$ cat src/rtl/xbar_ingress_scheduler.sv
// xbar_ingress_scheduler
//   Crossbar ingress stage for one line card. Each frame's TDEST
//   ({broadcast, global dest port}) is turned into a crossbar egress-port
//   mask, which is requested from the crossbar arbiter. Once granted, the
//   frame streams through a 2-entry registered skid buffer and the grant is
//   released one cycle after the last output beat. Frames with an invalid
//   destination, or that are never granted, are drained and counted.
//
// Ports
//   clk, areset_n              fabric clock, async active-low reset
//   s_t*                       AXI-Stream style input (data/keep/last/user/dest)
//   req_valid, req_mask        level request of an egress-port mask
//   grant                      arbiter grant, looked at only while requesting
//   release_pulse              one-cycle pulse freeing the granted paths
//                              ("release" is a reserved word)
//   m_t*                       AXI-Stream style output, tdest = egress mask,
//                              tid = our own crossbar port
//   drop_timeout_count         saturating count of grant-timeout drops
//   drop_invalid_count         saturating count of bad-destination drops
module xbar_ingress_scheduler #(
  parameter int NUM_PORTS      = 50,
  parameter int PORTS_PER_CARD = 24,
  parameter int NUM_XBAR_PORTS = 3,
  parameter int XBAR_PORT      = 0,
  parameter int GRANT_TIMEOUT  = 1023,
  localparam int PORT_BITS     = $clog2(NUM_PORTS),
  localparam int TID_BITS      = (NUM_XBAR_PORTS > 1) ? $clog2(NUM_XBAR_PORTS) : 1
) (
  input  logic                      clk,
  input  logic                      areset_n,
  input  logic                      s_tvalid,
  output logic                      s_tready,
  input  logic [63:0]               s_tdata,
  input  logic [7:0]                s_tkeep,
  input  logic                      s_tlast,
  input  logic [11:0]               s_tuser,
  input  logic [PORT_BITS:0]        s_tdest,
  output logic                      req_valid,
  output logic [NUM_XBAR_PORTS-1:0] req_mask,
  input  logic                      grant,
  output logic                      release_pulse,
  output logic                      m_tvalid,
  input  logic                      m_tready,
  output logic [63:0]               m_tdata,
  output logic [7:0]                m_tkeep,
  output logic                      m_tlast,
  output logic [11:0]               m_tuser,
  output logic [NUM_XBAR_PORTS-1:0] m_tdest,
  output logic [TID_BITS-1:0]       m_tid,
  output logic [31:0]               drop_timeout_count,
  output logic [31:0]               drop_invalid_count
);

  localparam int TMR_BITS = (GRANT_TIMEOUT > 1) ? $clog2(GRANT_TIMEOUT + 1) : 1;

  typedef enum logic [2:0] {
    ST_IDLE    = 3'd0,
    ST_REQUEST = 3'd1,
    ST_FORWARD = 3'd2,
    ST_RELEASE = 3'd3,
    ST_DROP    = 3'd4
  } state_t;

  // One-hot mask of the crossbar port serving a (valid) global dest port.
  function automatic logic [NUM_XBAR_PORTS-1:0] port_mask(input logic [PORT_BITS-1:0] dest);
    logic [NUM_XBAR_PORTS-1:0] m;
    int unsigned               idx;
    idx = 32'(dest) / 32'(PORTS_PER_CARD);
    for (int i = 0; i < NUM_XBAR_PORTS; i++) begin
      m[i] = (idx == 32'(i));
    end
    return m;
  endfunction

  // Counter increment that sticks at all ones.
  function automatic logic [31:0] sat_inc(input logic [31:0] v);
    return (v == 32'hFFFF_FFFF) ? v : (v + 32'd1);
  endfunction

  state_t                    state_q, state_d;
  logic [NUM_XBAR_PORTS-1:0] mask_q, mask_d;
  logic [11:0]               vlan_q, vlan_d;
  logic [TMR_BITS-1:0]       timer_q, timer_d;
  logic                      last_in_q, last_in_d;
  logic                      s_tready_q, s_tready_d;
  logic                      req_valid_q, req_valid_d;
  logic                      release_q, release_d;
  logic                      m_valid_q, m_valid_d;
  logic [63:0]               m_data_q, m_data_d;
  logic [7:0]                m_keep_q, m_keep_d;
  logic                      m_last_q, m_last_d;
  logic                      sk_valid_q, sk_valid_d;
  logic [63:0]               sk_data_q, sk_data_d;
  logic [7:0]                sk_keep_q, sk_keep_d;
  logic                      sk_last_q, sk_last_d;
  logic [31:0]               drop_to_q, drop_to_d;
  logic [31:0]               drop_inv_q, drop_inv_d;
  logic                      in_fire_s;
  logic                      out_fire_s;

  // Next-state, skid-buffer and counter logic.
  always_comb begin
    state_d     = state_q;
    mask_d      = mask_q;
    vlan_d      = vlan_q;
    timer_d     = timer_q;
    last_in_d   = last_in_q;
    m_valid_d   = m_valid_q;
    m_data_d    = m_data_q;
    m_keep_d    = m_keep_q;
    m_last_d    = m_last_q;
    sk_valid_d  = sk_valid_q;
    sk_data_d   = sk_data_q;
    sk_keep_d   = sk_keep_q;
    sk_last_d   = sk_last_q;
    drop_to_d   = drop_to_q;
    drop_inv_d  = drop_inv_q;
    in_fire_s   = s_tvalid & s_tready_q;
    out_fire_s  = m_valid_q & m_tready;

    case (state_q)
      ST_IDLE: begin
        timer_d   = '0;
        last_in_d = 1'b0;
        // The head beat is only inspected here; it is consumed later.
        if (s_tvalid) begin
          vlan_d = s_tuser;
          if (s_tdest[PORT_BITS]) begin
            mask_d  = '1;
            state_d = ST_REQUEST;
          end else if (32'(s_tdest[PORT_BITS-1:0]) < 32'(NUM_PORTS)) begin
            mask_d  = port_mask(s_tdest[PORT_BITS-1:0]);
            state_d = ST_REQUEST;
          end else begin
            mask_d     = '0;
            state_d    = ST_DROP;
            drop_inv_d = sat_inc(drop_inv_q);
          end
        end else begin
          state_d = ST_IDLE;
        end
      end
      ST_REQUEST: begin
        // Grant takes priority over a coincident timeout.
        if (grant) begin
          state_d = ST_FORWARD;
        end else if (timer_q == TMR_BITS'(GRANT_TIMEOUT - 1)) begin
          state_d   = ST_DROP;
          drop_to_d = sat_inc(drop_to_q);
        end else begin
          timer_d = timer_q + TMR_BITS'(1);
        end
      end
      ST_FORWARD: begin
        // Drain side first: refill the output stage from the skid entry.
        if (out_fire_s) begin
          if (sk_valid_q) begin
            m_data_d   = sk_data_q;
            m_keep_d   = sk_keep_q;
            m_last_d   = sk_last_q;
            sk_valid_d = 1'b0;
          end else begin
            m_valid_d = 1'b0;
          end
        end else begin
          m_valid_d = m_valid_q;
        end
        // Fill side: an input beat goes to the output stage if it is free
        // after the drain above, otherwise into the skid entry.
        if (in_fire_s) begin
          last_in_d = last_in_q | s_tlast;
          if (!m_valid_d) begin
            m_valid_d = 1'b1;
            m_data_d  = s_tdata;
            m_keep_d  = s_tkeep;
            m_last_d  = s_tlast;
          end else begin
            sk_valid_d = 1'b1;
            sk_data_d  = s_tdata;
            sk_keep_d  = s_tkeep;
            sk_last_d  = s_tlast;
          end
        end else begin
          last_in_d = last_in_q;
        end
        if (out_fire_s && m_last_q) begin
          state_d = ST_RELEASE;
        end else begin
          state_d = ST_FORWARD;
        end
      end
      ST_RELEASE: begin
        state_d = ST_IDLE;
      end
      ST_DROP: begin
        if (in_fire_s && s_tlast) begin
          state_d = ST_IDLE;
        end else begin
          state_d = ST_DROP;
        end
      end
      default: begin
        state_d = ST_IDLE;
      end
    endcase

    // Handshake/request outputs are registered from the next state so they
    // line up with the state they describe.
    s_tready_d  = ((state_d == ST_FORWARD) && !sk_valid_d && !last_in_d) ||
                  (state_d == ST_DROP);
    req_valid_d = (state_d == ST_REQUEST);
    release_d   = (state_d == ST_RELEASE);
  end

  // State and datapath registers.
  always_ff @(posedge clk or negedge areset_n) begin
    if (!areset_n) begin
      state_q     <= ST_IDLE;
      mask_q      <= '0;
      vlan_q      <= 12'd0;
      timer_q     <= '0;
      last_in_q   <= 1'b0;
      s_tready_q  <= 1'b0;
      req_valid_q <= 1'b0;
      release_q   <= 1'b0;
      m_valid_q   <= 1'b0;
      m_data_q    <= 64'd0;
      m_keep_q    <= 8'd0;
      m_last_q    <= 1'b0;
      sk_valid_q  <= 1'b0;
      sk_data_q   <= 64'd0;
      sk_keep_q   <= 8'd0;
      sk_last_q   <= 1'b0;
      drop_to_q   <= 32'd0;
      drop_inv_q  <= 32'd0;
    end else begin
      state_q     <= state_d;
      mask_q      <= mask_d;
      vlan_q      <= vlan_d;
      timer_q     <= timer_d;
      last_in_q   <= last_in_d;
      s_tready_q  <= s_tready_d;
      req_valid_q <= req_valid_d;
      release_q   <= release_d;
      m_valid_q   <= m_valid_d;
      m_data_q    <= m_data_d;
      m_keep_q    <= m_keep_d;
      m_last_q    <= m_last_d;
      sk_valid_q  <= sk_valid_d;
      sk_data_q   <= sk_data_d;
      sk_keep_q   <= sk_keep_d;
      sk_last_q   <= sk_last_d;
      drop_to_q   <= drop_to_d;
      drop_inv_q  <= drop_inv_d;
    end
  end

  assign s_tready           = s_tready_q;
  assign req_valid          = req_valid_q;
  assign req_mask           = mask_q;
  assign release_pulse      = release_q;
  assign m_tvalid           = m_valid_q;
  assign m_tdata            = m_data_q;
  assign m_tkeep            = m_keep_q;
  assign m_tlast            = m_last_q;
  assign m_tuser            = vlan_q;
  assign m_tdest            = mask_q;
  assign m_tid              = TID_BITS'(XBAR_PORT);
  assign drop_timeout_count = drop_to_q;
  assign drop_invalid_count = drop_inv_q;

endmodule

$ cat config.mk
export PLATFORM = sky130hd
export DESIGN_NAME = xbar_ingress_scheduler
export DESIGN_NICKNAME = d
export VERILOG_FILES = /design/src/rtl/xbar_ingress_scheduler.sv
export SDC_FILE = /design/constraint.sdc
export NUM_CORES = 1
export LEC_CHECK = 0
export CAP_MARGIN = 5
export CORE_MARGIN = 8
export CORE_UTILIZATION = 53
export DETAILED_ROUTE_END_ITERATION = 6
export HOLD_SLACK_MARGIN = 0.08
export PLACE_DENSITY = 0.9
export SLEW_MARGIN = 10
export SYNTH_ARGS = -nofsm -noshare
export SYNTH_HDL_FRONTEND = slang
export SYNTH_SLANG_ARGS = --single-unit
$ cat constraint.sdc
create_clock -name clk -period 5.95 [get_ports clk]
set_input_delay 0.8925 -clock clk [delete_from_list [all_inputs] [get_ports clk]]
set_output_delay 0.8925 -clock clk [all_outputs]
set_load 0.005 [all_outputs]
==> flow_summary.ini <==
[sta]
slew_headroom = 0.3208
tightest_slew_ns = 1.019
hold_viol_final = 0
clock_skew_ns = 0.005581
rsz0062_at_grt = no
setup_viol = 0
period_minus_slack_ns = 3.358
setup-tns-final_ns = 0
drv_slew = 0
max_freq_ghz = 0.2978
period_share = 0.5644

[cts]
numCtsBuffers = 25
clockBufferDepth = 3
cts_setup_buffers = 0
ctsHoldBuffers = 0
cts_resized = 0
cts_tree = built
htreeDepth = 1
clk-insertion-delay-late_ns = 0.50
path_clk_slew_ns = 0.06
clkSinkCount = 244
cts-root-buf = clkbuf_16

[power_and_ir_drop]
power_density_nw_per_um2 = 398.0
finalPower_w = 0.005525
peakVddDrop_mv = 0.2686
p_leak_nw = 6.158

[outcome]
status = finished, final reports clean

[synthesis]
synth_top_family_by_area = compound AO/OA/AOI/OAI gates
synth.mux.area_fraction = 0.09421
synth_area_leaders = dfrtp_1 (59%), mux2_2 (9.3%), a2bb2oi_1 (6.1%), o22ai_1 (4.4%), xnor2_1 (3.5%)
yosysTopAreaCell = dfrtp_1
synthSimpleGateAreaFrac = 0.1041
netlist_area_um2 = 10400
avgSynthCellArea_um2 = 12.45
ys_types = 50
ys_seq_area_frac = 0.5872
postSynthCellCount = 835
synth_xor_area_frac = 0.05643
ys_warn_count = 0
ys_ff_latch = 244
yosysTopAreaCellShare = 0.5872
synth_compound_area_frac = 0.1261
synthAdderAreaFrac = 0.007219

[cells_and_area]
num-nets-final = 1176
n_fill_cell = 1287
syn2layout_area_growth_pct = 33.50
fin_util = 0.7180
diodes = 0
drive_above_1_share = 0.1294

[worst_setup_path]
crit_arrival_ns = 3.78
rr_startpoint = sk_valid_q
crit_type = input pin to flip-flop
r2r-end = m_tdata[41]
critPathLaunchType = input pin
end_kind = flip-flop
ff2ff_path_depth = 7
cp_max_fo = 73
critical_path_required_ns = 6.37
r2r_setup_slack_ns = 3.03

[floorplanning]
die-area_um2 = 24360
initial_core_util = 0.5378
core_area_um2 = 19330
fp.dieW_um = 156.1
rows = 51
die_y_um = 156.1
num_io_pins = 258

[min_path]
hp-class = flip-flop to flip-flop
hp-start = drop_invalid_count[14]
holdPathStages = 1
whs_endpoint = drop_invalid_count[14]

[routing]
via_count = 7961
detail_route.vias_per_cell = 5.875
drc = 0
routedWlPerCell_um = 20.38
drt_first_pass_iters = 4
drt-initial-drc-count = 450
antenna_left = 0
routed_wl_mm = 27.61

[grt]
overflow = 0
grt_pass1_vias = 8286
grt_max_degree = 132
top_usage_layer = met2
grt.met3_usage = 0.04654
use_met1 = 0.2847
grt_pass1_wl_mm = 44.76
grt_antenna_before_repair = 0
grt.total_usage = 0.2251
met2_usage = 0.3752

[place]
dp_hpwl_mm = 18.37
finalWeightedCongestion = 0.8321
portBuffers = 255

[job]
drv_cap = 0
## power by group
group | internal [W] | switching [W] | total (W)
logic | 0.00103 | 0.000604 | 0.00163
registers | 0.00213 | 0.000328 | 0.00246
clock network | 0.000825 | 0.000608 | 0.00143
## synth_stat cells (all sizes together)
cell     count
o211ai       1
xor2        26
nor2        22
nor4         5
nor4b        3
o22ai       73
a2111oi      1
o31a         1
nand3b       1
and3        13
or4b         4
a211oi       2
a311o        1
mux2        87
clkbuf      41
o21ai       11
nand2b       2
inv          8
a31o         1
and4        11
nand3       33
a21oi       10
xnor2       41
nand4       31
nor3b        3
dfrtp      244
a31oi        6
a2bb2oi     72
nand2       32
and2         5
ha           6
nand4b       1
buf         11
or2          2
a21o         1
conb         1
or3          5
nor3        16
o2111ai      1
## stage by stage
stage | hold WS (ns) | cell area (um2) | instances | setup slack, ns
global placement | 0.4713 | 13140 | 1311 | 2.166
global route | 0.5030 | 13880 | 1355 | 2.390
detailed placement | 0.4754 | 13140 | 1311 | 2.102
floorplan | 0.4583 | 10400 | 836 | 3.266
finish | 0.4817 | 13880 | 1355 | 2.592
CTS | 0.4858 | 13880 | 1355 | 2.627
## worst max-delay path by stage
| stage | depth (start not counted) | end | startpoint |
|---|---|---|---|
| finish | 8 | m_tdata[41] | m_tready |
| global route | 8 | m_tdata[31] | m_tready |
| CTS | 8 | m_tdata[25] | m_tready |
| detailed placement | 8 | m_tdata[41] | m_tready |
| global placement | 8 | m_tdata[51] | m_tready |
| floorplan | 5 | drop_invalid_count[13] | s_tvalid |
## sequential cells by signal, summed over array words and instances (netlist names), 3 cells and up
name / count
m_tkeep: 8
m_tdata: 64
timer_q: 10
sk_data_q: 64
sk_keep_q: 8
m_tuser: 12
drop_timeout_count: 32
m_tdest: 3
drop_invalid_count: 32
state_q: 3
## logic make-up (layout without fill, tap and decap cells)
logic type / count (synthesis) / count (layout)
flops: 244 / 244
simple gates: 189 / 189
compound gates: 181 / 181
mux: 87 / 87
xor+xnor: 67 / 67
buf+inv: 60 / 314
fa+ha+maj: 6 / 6
other cells: 1 / 2
## routing by layer
layer,wire [um],vias to the layer above,part of all wire
li1,-,3603,-
met1,11170,4022,0.40
met2,13810,287,0.50
met3,1807,49,0.065
met4,822,0,0.030
met5,0,-,0
## worst max-delay path, cell delays in order
cell and delay, ns:
clkdlybuf4s50_1 0.55, nand2b_1 0.11, nand2_1 0.10, nand2_2 0.06
buf_4 0.36, a21oi_4 0.89, buf_4 0.55, a2bb2oi_1 0.22
## placed cells by master, fill, tap and decap left out, types with 7 or more instances in the layout
cell	count
nand3_1	32
nand2_1	31
o22ai_1	73
clkdlybuf4s50_1	254
dfrtp_1	244
xor2_1	26
and4_1	11
nor3_1	16
inv_1	8
nor2_1	22
clkbuf_1	11
o21ai_0	9
a21oi_1	9
a2bb2oi_1	72
and3_1	13
clkbuf_16	25
buf_4	7
xnor2_1	41
nand4_1	31
mux2_2	86
## cell type report
class	count	area, um2	share of cell area
well taps	265	331.6	0.02388
flip-flops and latches	244	6106	0.4398
clock inverters	4	20.02	0.001442
repair buffers	262	2610	0.1880
multi-input cells	532	4063	0.2927
clock buffers	40	721.9	0.05201
inverters	8	30.03	0.002163
Note: power is estimated with default switching activity, not from simulation.
